[src/rtl/paddle_position.sv]
// Paddle Y tracker: once per frame turns the encoder count delta into a limited,
// scaled move of paddle_y clamped to the playfield, plus a registered draw flag.
module paddle_position #(
  parameter int SCREEN_H   = 480,
  parameter int PADDLE_H   = 64,
  parameter int PADDLE_W   = 8,
  parameter int X_LEFT     = 16,
  parameter int STEP_SHIFT = 1,
  parameter int MAX_STEP   = 32
) (
  input  logic       clk,
  input  logic       reset,
  input  logic [9:0] move,
  input  logic       frame_tick,
  input  logic [9:0] hpos,
  input  logic [9:0] vpos,
  output logic [9:0] paddle_y,
  output logic       draw
);

  localparam int Y_MAX   = SCREEN_H - PADDLE_H;
  localparam int Y_RESET = (SCREEN_H - PADDLE_H) / 2;

  localparam logic signed [11:0] STEP_LIM = 12'(MAX_STEP);
  localparam logic signed [11:0] STEP_NEG = -12'(MAX_STEP);
  localparam logic signed [11:0] Y_MAX_S  = 12'(Y_MAX);
  localparam logic [9:0]         Y_MAX_U  = 10'(Y_MAX);
  localparam logic [9:0]         Y_RST_U  = 10'(Y_RESET);
  localparam logic [10:0]        X_LO     = 11'(X_LEFT);
  localparam logic [10:0]        X_HI     = 11'(X_LEFT + PADDLE_W);
  localparam logic [10:0]        P_H      = 11'(PADDLE_H);

  typedef enum logic [1:0] {
    IDLE  = 2'd0,
    DELTA = 2'd1,
    APPLY = 2'd2
  } state_t;

  state_t             state, state_next;
  logic [9:0]         move_prev, move_prev_next;
  logic signed [11:0] delta, delta_next;
  logic [9:0]         paddle_y_next;
  logic               draw_next;
  logic [9:0]         raw_diff;
  logic signed [11:0] clamped;
  logic signed [11:0] y_sum;
  logic               in_x, in_y;

  always_ff @(posedge clk or posedge reset) begin
    if (reset) begin
      state     <= IDLE;
      move_prev <= '0;
      delta     <= '0;
      paddle_y  <= Y_RST_U;
      draw      <= 1'b0;
    end else begin
      state     <= state_next;
      move_prev <= move_prev_next;
      delta     <= delta_next;
      paddle_y  <= paddle_y_next;
      draw      <= draw_next;
    end
  end

  always_comb begin
    state_next     = state;
    move_prev_next = move_prev;
    delta_next     = delta;
    paddle_y_next  = paddle_y;
    // Modulo-1024 difference read as signed gives correct direction across wrap.
    raw_diff       = move - move_prev;
    clamped        = delta;
    y_sum          = $signed({2'b00, paddle_y}) + delta;
    case (state)
      IDLE: begin
        if (frame_tick) begin
          delta_next     = {{2{raw_diff[9]}}, raw_diff};
          move_prev_next = move;
          state_next     = DELTA;
        end
      end
      DELTA: begin
        if (delta > STEP_LIM)      clamped = STEP_LIM;
        else if (delta < STEP_NEG) clamped = STEP_NEG;
        else                       clamped = delta;
        delta_next = clamped <<< STEP_SHIFT;
        state_next = APPLY;
      end
      APPLY: begin
        if (y_sum < 12'sd0)        paddle_y_next = '0;
        else if (y_sum > Y_MAX_S)  paddle_y_next = Y_MAX_U;
        else                       paddle_y_next = y_sum[9:0];
        state_next = IDLE;
      end
      default: state_next = IDLE;
    endcase
  end

  // Compare against the live paddle_y; it only changes during blanking.
  always_comb begin
    in_x      = ({1'b0, hpos} >= X_LO) && ({1'b0, hpos} < X_HI);
    in_y      = ({1'b0, vpos} >= {1'b0, paddle_y}) &&
                ({1'b0, vpos} < ({1'b0, paddle_y} + P_H));
    draw_next = in_x && in_y;
  end

endmodule
[config.mk]
export PLATFORM = sky130hd
export DESIGN_NAME = paddle_position
export DESIGN_NICKNAME = d
export VERILOG_FILES = /design/src/rtl/paddle_position.sv
export SDC_FILE = /design/constraint.sdc
export NUM_CORES = 1
export LEC_CHECK = 0
export CORE_ASPECT_RATIO = 0.5
export CORE_MARGIN = 8
export CORE_UTILIZATION = 66
export CTS_BUF_LIST = sky130_fd_sc_hd__clkbuf_4 sky130_fd_sc_hd__clkbuf_8
export DETAILED_ROUTE_END_ITERATION = 7
export DONT_BUFFER_PORTS = 1
export PLACE_DENSITY = 0.83
export SETUP_SLACK_MARGIN = 0.5
export SYNTH_ARGS = -nofsm -noshare
export SYNTH_HDL_FRONTEND = slang
export SYNTH_SLANG_ARGS = --single-unit
export TNS_END_PERCENT = 50
[constraint.sdc]
create_clock -name clk -period 2.6 [get_ports clk]
set_input_delay 0.52 -clock clk [delete_from_list [all_inputs] [get_ports clk]]
set_output_delay 0.52 -clock clk [all_outputs]
set_load 0.03 [all_outputs]
Word level (Yosys, flattened, before mapping)
Cells that the tools add are included.

storage, ports and cells
  bits in registers = 35
  input port bits = 33
  output and inout port bits = 11
  word-level logic and storage cells = 34

operators by class
  add/sub/neg operators = 3
  $lt $le $gt $ge = 8
  eq/ne operators = 3
  mux-type cells = 8
  reduce and logical (&&, ||, !) cells = 7

operators with widths
  operator                                                          number
  one-hot mux 12 bit (2 select lines)                               1
  two-way mux 11 bit                                                2
  two-way mux 10 bit                                                2
  adder 11 x 12 -> 12 bit                                           1
  greater-than comparator 12 x 10 -> 1 bit (second input constant)  1
  greater-than comparator 12 x 7 -> 1 bit (second input constant)   1
  less-than comparator 12 x 1 -> 1 bit (second input constant)      1
  less-than comparator 12 x 6 -> 1 bit (second input constant)      1
  two-way mux 12 bit                                                1
  adder 10 x 7 -> 11 bit (second input constant)                    1
  less-than comparator 10 x 11 -> 1 bit                             1
  >= comparator 10 bit                                              1
  >= comparator 10 x 5 -> 1 bit (second input constant)             1
  less-than comparator 10 x 5 -> 1 bit (second input constant)      1
  subtractor 10 bit                                                 1
  one-hot mux 2 bit (2 select lines)                                1
  AND reduction 2 bit                                               2
  logical AND 1 bit                                                 3
  equality test 2 x 1 -> 1 bit (second input constant)              1
  equality test 2 bit (second input constant)                       1
  logical NOT 2 bit                                                 1
  two-way mux 2 bit                                                 1
  != test 2 bit (second input constant)                             1
  nonzero test 2 bit                                                1

Longest topological paths before layout
  depth in word-level cells = 4
  gate-level depth with buffers = 10

Worst setup path before layout
Ideal clock, no wire load.

  path type = reg-to-reg
  start = reg paddle_y[0]
  end = reg paddle_y[2]
  arrival time = 2402 ps
  slack = 76 ps
  stages on the path, launching flop included = 11
  path buffers = 0
  path through = dfrtp_1 > ha_1 > inv_1 > fa_1 > nor2b_1 > o31a_2 > a2bb2oi_1 > or4_4 > nand3_2 > o21ai_2 > a32o_1

between the ends
  cells in the longest elaborated chain, start to end = 4

RTL lines
  what                                      RTL line  RTL
  start, declared                           17        output logic [9:0] paddle_y,
  start signal, assigned                    60        paddle_y <= paddle_y_next;
  adder 11 x 12 -> 12 bit *                 73        y_sum = $signed({2'b00, paddle_y}) + delta;
  greater-than comparator 12 x 10 -> 1 bit  91        else if (y_sum > Y_MAX_S) paddle_y_next = Y_MAX_U;
  two-way mux 10 bit                        91
  two-way mux 10 bit *                      90        if (y_sum < 12'sd0) paddle_y_next = '0;

Every way passes the cells marked *; elsewhere a longest branch is shown, timed or not.
A chain may end at the register's enable or synchronous reset.

Worst setup path in the final report
  start = reg delta[0]
  end = reg paddle_y[3]

between the ends
  cells in the longest elaborated chain, start to end = 4

RTL lines
  what                                      RTL line  RTL
  start, declared                           41        logic signed [11:0] delta, delta_next;
  start signal, assigned                    59        delta <= delta_next;
  adder 11 x 12 -> 12 bit *                 73
  greater-than comparator 12 x 10 -> 1 bit  91
  two-way mux 10 bit                        91
  two-way mux 10 bit *                      90

Marked as above.

==> results.cfg <==
[worst_setup_path]
cp.arrival_ps = 2710
end_kind = register
crit_fanout = 4
crit_type = reg2reg
required_ps = 2770
r2r-end = paddle_y[3]
r2r_slack_ps = 60
worstRegToRegCells = 9
r2r_start = delta[0]
startpoint_type = register

[timing]
fin_skew_ps = 6.58
maxSlewViolCount = 0
tightest_slew_ps = 896
finalHoldViolCount = 0
timing.fmax_mhz = 393
max-slew-margin-rel = 0.402
grt_setup_unrepaired = yes
finalSetupViolCount = 0
setup_tns_ps = 0
fin_crit_sh = 0.978
period_needed_ps = 2540

[yosys]
synth_cell_types = 62
yosys_register_bits = 35
synth.avg_cell_area_um2 = 8.70
ys_warn_count = 0
netlist_area_um2 = 2810
synth_enable_flop_cells = 0
ys.flop_type = dfrtp_1
synthCells = 323
async_flop_share = 1.00
synth_nets = 392
seq_area_frac_synth = 0.313

[cells_and_area]
multi_input_area_um2 = 2030
area_growth_pct = 22.0
nFillCells = 191
drive_gt1_frac = 0.260
regArea_um2 = 887
design_area_um2 = 3430
n_antenna_cell = 0
fin_nets = 419

[die]
dieArea_um2 = 6730
initial_core_util = 0.705
core_area_um2 = 3980
die_x_um = 108
die_h_um = 62.1
rows = 16
io_pins = 44

[place]
hpwl_um = 5020
routabilityCongestion = 0.877
place_area_um2 = 2980
portBuffers = 0

[power_and_ir_drop]
peakVddDrop_uv = 621
leakage_uw = 0.00146
p_per_area_nw_per_um2 = 1300

[routing]
num_vias = 2673
wirelength_um = 8060
drc = 0
first_iter_violations = 228
first_pass_iters = 5
routedWlPerCell_um = 20.0
viasPerCell = 6.62
ant_nets = 0

[global_route]
grt_pass1_vias = 2571
met1_usage = 0.252
met3_usage = 0.0658
grt_pass1_wl_um = 11900
gr-usage-all-layers = 0.211
grt_overflow = 0
grtUsageMet2 = 0.356
antenna_found_initial = 0
top_usage_layer = met2
grt_start_max_net_pins = 23

[clocking]
cts_root_buf = clkbuf_8
insertion_delay_ps = 290
cts_buffers = 5
clk_pin_slew_ps = 70
cts_sinks = 35
clockBufferDepth = 2
h-tree-depth = 2
cts_tree = yes

[min_path]
hold_class = in2async

[flow_run]
cap_violations = 0

[outcome]
status = finished clean
## layer usage
metal / wire, um / share of wire
met5: 0 / 0
met4: 191 / 0.024
met3: 847 / 0.11
met2: 3720 / 0.46
met1: 3310 / 0.41
## cells in the mapped netlist, drive strengths merged (3+ instances only)
cell type / number / area [um^2]
a211oi: 5 / 42.5
a21oi: 31 / 163
a31oi: 5 / 31.3
a32o: 4 / 40.0
buf: 3 / 27.5
clkbuf: 5 / 20.0
dfrtp: 32 / 801
dfstp: 3 / 78.8
ha: 34 / 425
inv: 29 / 109
nand2: 28 / 105
nand2b: 3 / 18.8
nand3: 7 / 45.0
nor2: 23 / 88.8
nor2b: 4 / 25.0
nor3: 12 / 60.1
o21a: 8 / 60.1
o21ai: 28 / 148
xnor2: 10 / 87.6
xor2: 7 / 68.8
## cells in the final DEF (no fill, tap or decap), drive strengths merged, types with 2 or more instances in the layout
cell type / Yosys / layout
a32o: 4 / 4
a211oi: 5 / 5
dfrtp: 32 / 32
inv: 29 / 29
a21oi: 31 / 31
nor3: 12 / 12
clkbuf: 5 / 5
or2: 2 / 2
or2b: 2 / 2
ha: 34 / 34
buf: 3 / 28
or4: 2 / 2
o21a: 8 / 8
o211ai: 2 / 2
nand2b: 3 / 3
nand2: 28 / 28
dfstp: 3 / 3
fa: 2 / 2
o21ai: 28 / 28
and4: 2 / 2
nand3: 7 / 7
clkinv: 2 / 2
and2: 2 / 2
xnor2: 10 / 10
nor2: 23 / 23
nor3b: 2 / 2
nor4: 2 / 2
a22o: 2 / 2
a21boi: 2 / 2
nor2b: 4 / 4
a31oi: 5 / 5
xor2: 7 / 7
## worst max-delay path, cell delays in order, from the launching register on
cell and delay (ps):
dfrtp_1 440, ha_4 190, buf_6 120, a211oi_4 280
o211ai_1 210, and2_4 220, or4_4 500, nand3_4 120
o21ai_2 90, a32o_1 270
## kinds of logic after synthesis
group                    Yosys count  synth area share
AND/OR/NAND/NOR                   97             0.177
buffers and inverters             39            0.0583
flip-flops                        35             0.313
adder cells (fa/ha/maj)           36             0.166
AO/OA/AOI/OAI                     99             0.230
XOR/XNOR                          17            0.0557
## per-stage QoR
step	utilization	hold WS [ps]	std cells	total power [uW]	worst slack (ps)
floorplan	-	454	323	2640	169
global placement	0.747	470	385	3020	147
detailed placement	0.747	494	385	3130	109
CTS	0.820	318	400	3920	138
global route	0.860	341	404	4680	21.4
finish	0.860	312	404	4450	57.3
## how the worst max path moves through the flow
stage	start	depth (start not counted)	endpoint	slack (ps)
finish	delta[0]	9	paddle_y[3]	60
global route	delta[0]	9	paddle_y[3]	20
CTS	delta[0]	10	paddle_y[3]	140
detailed placement	delta[0]	10	paddle_y[0]	110
global placement	paddle_y[1]	8	paddle_y[2]	150
floorplan	paddle_y[6]	8	paddle_y[2]	170
## sequential cells by signal (all words and copies together) (netlist names)
signal     cells
move_prev     10
paddle_y      10
delta         12
state          2
draw           1
## timing repair
item                                    in CTS  in global routing
gates resized for setup                     20                 29
pin swaps                                   16                 13
buffers inserted                             8                  4
endpoints found under the setup margin      11                 19
hold buffers                                 0                  0
## final cells by class
cell class	instances	area share
Inverter	31	0.0340
Tap cell	54	0.0197
Clock inverter	2	0.0110
Clock buffer	5	0.0201
Sequential cell	35	0.259
Multi-Input combinational cell	249	0.592
Timing Repair Buffer	28	0.0646
## power by group
part | internal [uW] | total, uW | switching [uW]
clock network | 280 | 483 | 203
registers | 751 | 984 | 232
logic | 1260 | 2980 | 1720
total | 2290 | 4450 | 2160
Note: power is estimated with default switching activity, not from simulation.
